`config.mk`:
```
export PLATFORM = sky130hd
export DESIGN_NAME = pc_jump_unit
export DESIGN_NICKNAME = d
export VERILOG_FILES = /design/src/rtl/pc_jump_unit.sv
export SDC_FILE = /design/constraint.sdc
export NUM_CORES = 1
export LEC_CHECK = 0
export CORE_AREA = 3 3 61 63
export DETAILED_ROUTE_END_ITERATION = 6
export DIE_AREA = 0 0 64 66
export PLACE_DENSITY = 0.73
export SLEW_MARGIN = 5
export SYNTH_ARGS = -nofsm -noshare
export SYNTH_HDL_FRONTEND = slang
export SYNTH_SLANG_ARGS = --single-unit
```
`constraint.sdc`:
```
create_clock -name clock -period 1.85 [get_ports clock]
set_input_delay 0.37 -clock clock [delete_from_list [all_inputs] [get_ports clock]]
set_output_delay 0.37 -clock clock [all_outputs]
set_load 0.02 [all_outputs]
```
`src/rtl/pc_jump_unit.sv`:
```
`default_nettype none
// ============================================================================
//  Module      : pc_jump_unit
//  Description : Hack CPU program-counter stage. Evaluates the C-instruction
//                jump field against the ALU flags, registers the next
//                instruction address, and freezes the CPU once the
//                end-of-program self-loop has executed twice in a row.
//  Revision    : 1.0 - initial release
// ============================================================================
module pc_jump_unit #(
    parameter int unsigned    WIDTH     = 16,
    parameter logic [WIDTH-1:0] RESET_VEC = '0
) (
    input  logic             clock,
    input  logic             reset,
    input  logic             en,
    input  logic             is_c,
    input  logic [2:0]       jbits,
    input  logic             zr,
    input  logic             ng,
    input  logic [WIDTH-1:0] a_in,
    output logic [WIDTH-1:0] pc_out,
    output logic             jump_taken,
    output logic             halted
);

    // RUN: normal flow; SPIN: one self-jump seen; HALTED: sticky until reset.
    typedef enum logic [1:0] {
        RUN    = 2'd0,
        SPIN   = 2'd1,
        HALTED = 2'd2
    } state_t;

    localparam logic [WIDTH-1:0] c_one = WIDTH'(1);

    state_t           r_state;
    state_t           w_state_nxt;
    logic [WIDTH-1:0] r_pc;
    logic             r_jump_taken;
    logic             w_take;
    logic             w_self;
    logic             w_halted;

    // Jump decision from j1/j2/j3 against lt/eq/gt; illegal zr=ng=1 uses the same formula.
    always_comb begin
        w_take = is_c & ((jbits[2] & ng) |
                         (jbits[1] & zr) |
                         (jbits[0] & ~ng & ~zr));
        w_self = w_take & (a_in == r_pc);
    end

    assign w_halted = (r_state == HALTED);

    // Self-loop detector: two consecutive enabled self-jumps lock into HALTED.
    always_comb begin
        w_state_nxt = r_state;
        if (en) begin
            case (r_state)
                RUN:     w_state_nxt = w_self ? SPIN : RUN;
                SPIN:    w_state_nxt = w_self ? HALTED : RUN;
                HALTED:  w_state_nxt = HALTED;
                default: w_state_nxt = RUN;
            endcase
        end
    end

    // State, PC and jump-flag registers; halt and stall both freeze the PC.
    always_ff @(posedge clock) begin
        if (reset) begin
            r_state      <= RUN;
            r_pc         <= RESET_VEC;
            r_jump_taken <= 1'b0;
        end else begin
            r_state      <= w_state_nxt;
            r_jump_taken <= en & ~w_halted & w_take;
            if (en && !w_halted) begin
                r_pc <= w_take ? a_in : (r_pc + c_one);
            end
        end
    end

    assign pc_out     = r_pc;
    assign jump_taken = r_jump_taken;
    assign halted     = w_halted;

endmodule
`default_nettype wire

```
Yosys cells after proc, flatten, opt, wreduce, memory -nomap -nowiden
Index checks and enable logic that the tools add are counted.
Storage, ports and cells
  bits in registers: 19
  bits of input ports: 25
  output and inout bits: 18
  logic and storage cells: 27
Cells by class
  add/subtract/negate cells: 1
  equality and inequality tests: 3
  muxes and demuxes: 4
  bitwise logic cells: 13
  reduce and logical (&&, ||, !) cells: 3
Operators by type and width (number)
  $add A16 B1 Y16 const B: 1
  $eq A16 B16 Y1: 1
  $mux W16: 1
  $and A1 B1 Y1: 8
  $pmux W2 S3: 1
  $not A1 Y1: 3
  $eq A2 B1 Y1 const B: 1
  $eq A2 B2 Y1 const B: 1
  $logic_not A2 Y1: 1
  $mux W2: 1
  $or A1 B1 Y1: 2
  $logic_and A1 B1 Y1: 1
  $logic_not A1 Y1: 1
  $mux W1: 1

Longest topological paths before layout
Gate-level depths: netlist (run 1).
  depth in word-level cells: 8
  gate-level depth with buffers: 7

Worst setup path before layout (run 1)
OpenSTA, ideal clock, no wires.
  kind: flip-flop to flip-flop
  start point: reg r_pc[0] (netlist: pc_out[0])
  end point: reg r_pc[14] (netlist: pc_out[14])
  library setup time: 134 ps
  arrival: 1708 ps
  data required time: 1716 ps
  setup slack: 8 ps
  cell stages (with the launch flop): 8
  period minus slack after synthesis: 1842 ps
  cell sequence: dfxtp_1 > ha_1 > nand3_1 > or2_2 > clkbuf_1 > o21a_1 > o21ai_0 > a21oi_1
Between the ends
  longest elaborated chain between the ends: 2
Ends and longest elaborated chain
  start, declared: RTL line 38  | logic [WIDTH-1:0] r_pc;
  start signal, assigned: RTL line 77  | r_pc <= w_take ? a_in : (r_pc + c_one);
  $add A16 B1 Y16: RTL line 77
  $mux W16: RTL line 77
Every way passes these cells.
A chain may end at the register's enable or synchronous reset.

Worst setup path in the final report (run 1)
  start point: reg r_pc[0] (netlist: pc_out[0])
  end point: out pc_out[0]
RTL lines
  end, declared: RTL line 22  | output logic [WIDTH-1:0] pc_out,
No word-level cell between the ends.

==> flow_metrics.py, run 1 <==
metrics = {
    "worst_setup_path": {
        "critical_path.max_stage_delay_ns": 0.61,
        "start_kind": "flop",
        "slowest_stage": "clkdlybuf4s50_1",
        "cp_max_fo": 5,
        "rrSetupSlack_ns": 0.13,
        "worst_ep_required_time_ns": 1.48,
        "crit_arrival_ns": 1.44,
        "cp_cell_sequence": "buf_4 > clkdlybuf4s50_1",
        "r2r-end": "pc_out[10]",
        "reg2reg_depth": 6,
        "end_kind": "primary output",
        "criticalPathCategory": "reg -> out",
        "r2r_start": "pc_out[1]",
    },
    "logic_synthesis": {
        "avgSynthCellArea_um2": 7.51,
        "synth_edf_count": 0,
        "ys_types": 35,
        "synth_area_mm2": 0.00131,
        "yosysSeqAreaShare_pct": 29.1,
        "ys_warn_count": 0,
        "netlist_instances": 174,
        "ys_ff_latch": 19,
        "syn-num-nets": 200,
        "synth-async-reset-ratio_pct": 0,
        "synth_top_flop_cell": "dfxtp_1",
    },
    "timing": {
        "min_period_ns": 1.81,
        "hold_ws_ns": 0.514,
        "setup_slack_ns": 0.0449,
        "hold_violations": 0,
        "fmax_ghz": 0.554,
        "rsz0062_at_grt": "false",
        "setup_viol": 0,
        "finClkSkew_ns": 0.0145,
        "slew_headroom_pct": 78.2,
        "drv_slew": 0,
        "worst_pin_slew_ns": 0.323,
        "post-route-period-util_pct": 97.6,
    },
    "layout": {
        "antenna_cells": 0,
        "area_growth_pct": 47.7,
        "fillers": 311,
        "layout-drive-gt1-share_pct": 12.9,
        "layout.nets": 252,
    },
    "placed_design": {
        "hpwl_um": 2770,
        "pre_cts_slack_ns": -0.311,
        "place_congestion": 0.814,
        "port_buffers": 42,
    },
    "route": {
        "ant_nets": 0,
        "first_pass_iters": 4,
        "drc": 0,
        "routedWlPerCell_um": 14.0,
        "vias": 1490,
        "drtIter0Drc": 52,
        "vias_per_cell": 5.50,
        "drt_wl_total_um": 3780,
    },
    "min_path": {
        "hold_depth": 2,
        "hold_path.startpoint": "r_state[0]",
        "min_to": "r_state[0]",
        "hold_path_class": "reg -> reg",
    },
    "global_route": {
        "grt_max_degree": 32,
        "grtUsageMet2_pct": 27.0,
        "groute.usage.overall_pct": 18.6,
        "gr-usage-met3_pct": 2.38,
        "grt.overflow.total": 0,
        "grt.busiest_layer": "met1",
        "antenna_found_initial": 0,
        "met1_usage_pct": 28.1,
        "first_global_vias": 1303,
        "grt_pass1_wl_um": 6340,
    },
    "pwr": {
        "p_sw_uw": 299,
        "swShare_pct": 31.1,
        "power_density_mw_per_mm2": 498,
        "pwr-share-comb_pct": 29.6,
        "p_seq_share_pct": 46.9,
        "p_leak_uw": 0.000693,
        "pwr-share-clk_pct": 23.5,
        "intPower_uw": 662,
        "vdd.ir_drop.worst_uv": 272,
    },
    "job": {
        "cap_violations": 0,
    },
    "outcome": {
        "status": "complete, no violations",
    },
    "clock_tree": {
        "cts_sinks": 19,
        "cts_inserted_buffers": 3,
        "path_clk_slew_ns": 0.13,
        "cts_tree": "done",
        "clkLatencyLatePin_ns": 0.30,
        "cts.htree.levels": 1,
        "cts_setup_buffers": 0,
        "clockRootBuffer": "clkbuf_4",
        "clock_path_buffers": 2,
    },
    "floorplan": {
        "ios": 43,
        "coreArea_mm2": 0.00328,
        "row_count": 21,
        "die-area_mm2": 0.00422,
        "die_width_um": 64,
        "die_y_um": 66,
        "initial_utilization_pct": 39.8,
    },
}
-- power groups by stage --
stage                     Combinational (µW)  Sequential (µW)  Clock [µW]
after floorplan                          115              480           0
after global placement                   280              458           0
after detailed placement                 280              459           0
after CTS                                282              449         228
after global routing                     308              454         253
final                                    284              451         226
-- stage by stage --
stage	instances	utilization (%)	instance area (µm²)	setup TNS [ns]	total power, µW
after floorplan	174	-	1310	0	595
after global placement	267	56.9	1870	-3.59	738
after detailed placement	267	56.9	1870	-3.76	739
after CTS	271	57.7	1890	0	959
after global routing	271	58.7	1930	0	1010
final	271	58.7	1930	0	960
-- synthesized netlist by cell type, drive strengths merged (2+ instances only) --
cell	count	share of area [%]
nor3	8	3.1
and3	2	0.96
nand4	6	2.9
and2	2	0.96
or4	2	1.4
o21ai	10	3.8
a21oi	20	8.0
inv	6	1.7
nand2b	5	2.4
dfxtp	19	29
nor2	3	0.86
clkbuf	10	2.9
o32ai	5	3.4
nand2	16	4.6
xnor2	15	10
nand3	10	3.8
a31oi	5	2.4
and4	3	2.0
nor4	6	2.9
o21a	3	1.7
nand3b	4	2.3
a21o	3	1.7
-- timing repair --
action,4_1_cts,5_1_grt
hold buffers,0,0
hold endpoints to repair,0,0
setup endpoints to repair,0,23
resized for setup,0,13
-- how the worst max path moves through the flow --
stage              start         end  slack [ns]  depth (start not counted)
6_report       pc_out[0]   pc_out[0]        0.04                          2
5_1_grt        pc_out[2]   pc_out[2]       0.004                          1
4_1_cts        pc_out[8]   pc_out[8]       0.002                          1
3_5_place_dp          zr  pc_out[11]       -0.31                          6
3_3_place_gp          zr  pc_out[11]       -0.28                          6
2_1_floorplan  pc_out[0]  pc_out[14]       0.008                          7
-- routing by layer --
metal / wire (µm) / vias to the layer above
met2: 1720 / 48
met3: 195 / 4
met4: 21 / 0
li1: - / 748
met5: 0 / -
met1: 1850 / 690
-- cell families (layout without fill, tap and decap cells) --
group / after synthesis / after routing / synth area share [%]
simple gates: 70 / 70 / 29.7
fa+ha+maj: 1 / 1 / 0.958
flops: 19 / 19 / 29.1
xor+xnor: 16 / 16 / 10.7
compound gates: 51 / 51 / 24.0
buf+inv: 17 / 68 / 5.46
-- area by class of cell --
type                       instances  area [µm²]  share of cell area, %
inverter                           6        22.5                   1.17
sequential                        19         385                   20.0
multi-input combinational        138         868                   45.0
clock buffer                       4        26.3                   1.36
timing repair buffer              58         569                   29.5
tap                               46        57.6                   2.98
-- critical path, delay by kind of cell (launching register included) --
family | cells | cell delay, ns
flops | 1 | 0.38
buf+inv | 2 | 0.76
-- registers in the layout (all words and copies together) (netlist names) --
signal and cells:
jump_taken 1, r_state 2, pc_out 16
-- cell usage in the layout (no fill, tap or decap), types with 2 or more instances in the layout --
master           Yosys  layout
nand2_1             16      16
xnor2_1             15      15
o21a_1               3       2
nor3_1               8       8
nor2_1               3       3
inv_1                6       6
buf_4                0      14
nand2b_1             5       5
dfxtp_2              0       4
o21ai_0             10      10
a21oi_1             19      19
dfxtp_1             19      15
and4_1               3       3
nor4_1               6       4
a31oi_1              5       5
and3_1               2       2
a21o_1               3       3
o32ai_1              5       5
nor4_2               0       2
clkbuf_4             0       3
and2_1               2       2
nand4_1              6       6
dlymetal6s2s_1       0       5
nand3_1             10      10
nand3b_1             4       4
clkdlybuf4s50_1      0      37
Power figures use the tool's default switching activity.
==> run 2: changes to the inputs <==
CORE_AREA = 3 3 70 55   (was 3 3 61 63)
DIE_AREA = 0 0 73 58   (was 0 0 64 66)
PLACE_DENSITY = 0.74   (was 0.73)
==> flow_metrics.py, run 2 (synthesis results as in run 1) <==
metrics = {
    "layout": {
        "finalNonFillerCells": 268,
        "layout.nets": 255,
        "layout-drive-gt1-share_pct": 12.7,
        "final_common_cell": "clkdlybuf4s50_1",
        "seqCellArea_um2": 380,
        "antenna_cells": 0,
        "fillers": 295,
        "area_growth_pct": 49.7,
        "multi_input_comb_area_um2": 881,
        "final_cell_mix": "clkdlybuf4s50_1, dfxtp_1, a21oi_1, buf_4, nand2_1",
        "largest_register_ffs": 16,
    },
    "clock_tree": {
        "cts_inserted_buffers": 3,
        "path_clk_slew_ns": 0.08,
        "clockRootBuffer": "clkbuf_8",
        "cts.htree.levels": 1,
        "cts_sinks": 19,
        "cts_tree": "done",
        "clock_path_buffers": 2,
        "clkLatencyLatePin_ns": 0.26,
    },
    "worst_setup_path": {
        "criticalPathCategory": "in -> reg",
        "cp_max_fo": 4,
        "worst_ep_required_time_ns": 2.05,
        "cp_cell_sequence": "clkdlybuf4s50_1 > nor3b_1 > o21a_2 > or4_4 > o21a_1 > a21oi_2",
        "end_kind": "flop",
        "crit_buf_inv": 1,
        "crit_arrival_ns": 1.99,
        "critical_path.max_stage_delay_ns": 0.54,
        "slowest_stage": "or4_4",
        "start_kind": "input pin",
        "critPathTopFamily": "simple AND/OR/NAND/NOR gates",
    },
    "timing": {
        "slew_headroom_pct": 78.3,
        "fin_setup_tns_ns": 0,
        "post-route-period-util_pct": 96.9,
        "fmax_ghz": 0.558,
        "hold_violations": 0,
        "setup_viol": 0,
        "min_period_ns": 1.79,
        "hold_ws_ns": 0.521,
        "setup_slack_ns": 0.0581,
        "finClkSkew_ns": 0.00304,
        "worst_pin_slew_ns": 0.322,
        "drv_slew": 0,
    },
    "placed_design": {
        "pre_cts_slack_ns": -0.306,
        "port_buffers": 42,
        "place_congestion": 0.850,
        "hpwl_um": 2960,
        "place_inst": 263,
    },
    "route": {
        "ant_nets": 0,
        "vias": 1479,
        "vias_per_cell": 5.52,
        "first_pass_iters": 6,
        "drtIter0Drc": 89,
        "drt_wl_total_um": 3970,
        "drc": 0,
        "routedWlPerCell_um": 14.8,
    },
    "pwr": {
        "intPower_uw": 733,
        "p_leak_uw": 0.000672,
        "finalPower_uw": 1040,
        "pwr-share-clk_pct": 28.9,
        "p_seq_share_pct": 43.4,
        "p_sw_uw": 309,
        "pwr-share-comb_pct": 27.7,
        "swShare_pct": 29.7,
        "vdd.ir_drop.worst_uv": 267,
        "power_density_mw_per_mm2": 533,
    },
    "global_route": {
        "grt_max_degree": 30,
        "grt_pass1_wl_um": 6350,
        "grt.overflow.total": 0,
        "antenna_found_initial": 0,
        "groute.usage.overall_pct": 18.9,
        "first_global_vias": 1362,
    },
    "min_path": {
        "hold_path_class": "reg -> reg",
    },
    "floorplan": {
        "initial_utilization_pct": 40.0,
        "coreArea_mm2": 0.00327,
        "row_count": 18,
        "die_width_um": 73,
        "die-area_mm2": 0.00423,
        "ios": 43,
        "die_y_um": 58,
    },
    "outcome": {
        "status": "complete, no violations",
    },
    "job": {
        "cap_violations": 0,
    },
}
## run 2: cell count changes in the layout (fill, tap and decap cells not counted), moves of 3 or more
cell / before / now
clkbuf_8: 0 / 3
dfxtp_2: 4 / 0
dfxtp_1: 15 / 19
buf_4: 14 / 18
clkbuf_4: 3 / 0
## run 2: worst paths after layout
check	start	depth (start not counted)	slack [ns]	end
hold / removal	r_state[0]	2	0.52	r_state[0]
hold reg to reg	r_state[0]	2	0.52	r_state[0]
setup / recovery	jbits[0]	6	0.06	pc_out[11]
setup reg to reg	pc_out[2]	5	0.17	pc_out[9]
## run 2: cell type report
cell class,instances,area share [%]
Clock buffer,4,2.30
Sequential cell,19,19.4
Timing Repair Buffer,61,29.5
Tap cell,40,2.56
Multi-Input combinational cell,138,45.0
Inverter,6,1.15
## run 2: power by group through the flow
stage | clock (µW) | combinational (µW) | sequential (µW)
4_1_cts | 311 | 285 | 451
3_3_place_gp | 0 | 281 | 460
2_1_floorplan | 0 | 115 | 480
3_5_place_dp | 0 | 281 | 461
6_report | 302 | 289 | 452
5_1_grt | 317 | 312 | 456
## run 2: routing by layer
metal  wire (µm)  track usage [%]  part of all wire [%]
met3         280             4.68                   7.0
met5           0                0                     0
met4          12             2.37                  0.30
met2        1740             27.8                    44
met1        1940             28.5                    49
## run 2: stage by stage
stage	area, µm²	util, %
after global placement	1860	57.0
after CTS	1920	58.7
final	1960	59.9
after floorplan	1310	-
after global routing	1960	59.9
after detailed placement	1860	57.0
## run 2: repair_timing
| action | CTS | global route |
|---|---|---|
| hold buffers | 0 | 0 |
| setup buffers | 1 | 0 |
| cloned | 0 | 0 |
| pin swaps | 2 | 5 |
| endpoints found under the setup margin | 1 | 17 |
| hold endpoints to repair | 0 | 0 |
| gates resized for setup | 0 | 11 |
## run 2: worst min-delay path, stage by stage, from the launching register on
cell      delay, ns
dfxtp_1        0.33
nand2b_1       0.07
o22ai_1        0.07
==> run 3: changes to the inputs <==
CORE_AREA = 3 3 75 59   (was 3 3 70 55)
CTS_CLUSTER_DIAMETER = 30   (was unset)
DIE_AREA = 0 0 78 62   (was 0 0 73 58)
PLACE_DENSITY = unset   (was 0.74)
==> flow_metrics.py, run 3 (synthesis results as in run 1) <==
metrics = {
    "placed_design": {
        "port_buffers": 42,
        "place_inst": 274,
        "placed_cell_area_mm2": 0.00187,
        "place_congestion": 0.820,
        "hpwl_um": 3140,
    },
    "floorplan": {
        "row_count": 19,
        "die_y_um": 62,
        "die_width_um": 78,
        "die-area_mm2": 0.00484,
        "ios": 43,
        "initial_utilization_pct": 35.2,
        "coreArea_mm2": 0.00371,
    },
    "pwr": {
        "vdd.ir_drop.worst_uv": 321,
        "p_leak_uw": 0.000675,
        "power_density_mw_per_mm2": 533,
    },
    "clock_tree": {
        "clkLatencyLatePin_ns": 0.26,
        "path_clk_slew_ns": 0.07,
        "cts.htree.levels": 1,
        "cts_sinks": 19,
        "cts_setup_buffers": 0,
        "clockRootBuffer": "clkbuf_8",
        "cts_tree": "done",
        "clock_path_buffers": 2,
        "cts_inserted_buffers": 3,
    },
    "worst_setup_path": {
        "slowest_stage": "clkdlybuf4s50_1",
        "criticalPathCategory": "reg -> out",
        "worst_ep_required_time_ns": 1.48,
        "crit_arrival_ns": 1.42,
        "start_kind": "flop",
        "cp_max_fo": 8,
        "crit_buf_inv": 1,
        "critPathTopFamily": "buffers and inverters",
        "r2r_start": "pc_out[2]",
        "end_kind": "primary output",
        "worstSetupStartpoint": "pc_out[9]",
        "cp_cell_sequence": "clkdlybuf4s50_1",
        "critical_path.max_stage_delay_ns": 0.67,
    },
    "layout": {
        "fin_area_mm2": 0.00194,
        "layout-drive-gt1-share_pct": 11.9,
        "layout.nets": 253,
        "finalNonFillerCells": 278,
        "area_growth_pct": 48.7,
        "final_cell_mix": "clkdlybuf4s50_1, dfxtp_1, a21oi_1, nand2_1, buf_4",
        "largest_register_ffs": 16,
        "antenna_cells": 0,
        "final_common_cell": "clkdlybuf4s50_1",
    },
    "job": {
        "cap_violations": 0,
    },
    "timing": {
        "finClkSkew_ns": 0.00311,
        "fmax_ghz": 0.559,
        "slew_headroom_pct": 79.0,
        "drv_slew": 0,
        "rsz0062_at_grt": "false",
        "hold_violations": 0,
        "worst_pin_slew_ns": 0.311,
        "post-route-period-util_pct": 96.7,
        "min_period_ns": 1.79,
        "setup_viol": 0,
    },
    "route": {
        "routedWlPerCell_um": 15.2,
        "first_pass_iters": 4,
        "drc": 0,
        "vias_per_cell": 5.50,
        "vias": 1530,
        "drtIter0Drc": 133,
        "drt_wl_total_um": 4210,
        "ant_nets": 0,
    },
    "global_route": {
        "antenna_found_initial": 0,
        "groute.usage.overall_pct": 18.0,
        "grt_pass1_wl_um": 6840,
        "grt.overflow.total": 0,
        "first_global_vias": 1468,
        "grt_max_degree": 21,
    },
    "min_path": {
        "hold_path.startpoint": "r_state[0]",
        "hold_path_class": "reg -> reg",
    },
    "outcome": {
        "status": "complete, no violations",
    },
}
[run 3: changes by cell type in the layout (fill, tap and decap cells not counted), sizes merged]
cell,previous run,this run
dlygate4sd2,0,1
clkdlybuf4s50,38,37
buf,19,17
[run 3: layout make-up]
cell class | instances | area, µm²
timing repair buffer | 59 | 561
sequential | 19 | 380
clock buffer | 4 | 45.0
inverter | 6 | 22.5
tap | 52 | 65.1
multi-input combinational | 138 | 868
fill | 388 | 1770
[run 3: timing repair]
item                                    4_1_cts  5_1_grt
endpoints found under the setup margin        4        8
pin swaps                                     3        6
resized for setup                             2        8
hold buffers                                  0        0
[run 3: through the flow]
| stage | setup slack (ns) | total power (µW) | TNS, ns | hold slack [ns] | util [%] |
|---|---|---|---|---|---|
| 2_1_floorplan | 0.00792 | 595 | 0 | 0.476 | - |
| 3_3_place_gp | -0.276 | 741 | -2.09 | 0.489 | 50.4 |
| 3_5_place_dp | -0.322 | 745 | -3.11 | 0.502 | 50.4 |
| 4_1_cts | -0.00273 | 1050 | -0.00483 | 0.513 | 51.7 |
| 5_1_grt | 0.0103 | 1080 | 0 | 0.546 | 52.4 |
| 6_report | 0.0617 | 1030 | 0 | 0.508 | 52.4 |
[run 3: metal layers]
layer / vias up / wire length [µm] / GRT usage (%)
met5: - / 0 / 0
met4: 0 / 33 / 5.49
met3: 4 / 381 / 5.33
met2: 66 / 1850 / 28.5
met1: 712 / 1950 / 24.1
li1: 748 / - / -
[run 3: report_power, final]
group / leakage [µW] / switching [µW] / total (µW) / internal [µW]
Clock: 0.0000228 / 142 / 295 / 153
Sequential: 0.000155 / 25.2 / 452 / 426
Combinational: 0.000498 / 136 / 288 / 152
[run 3: final timing paths]
| path | to | slack [ns] | depth (start not counted) |
|---|---|---|---|
| setup / recovery | pc_out[9] | 0.06 | 1 |
| hold / removal | r_state[0] | 0.51 | 2 |
| setup reg to reg | pc_out[9] | 0.18 | 5 |
| hold reg to reg | r_state[0] | 0.51 | 2 |
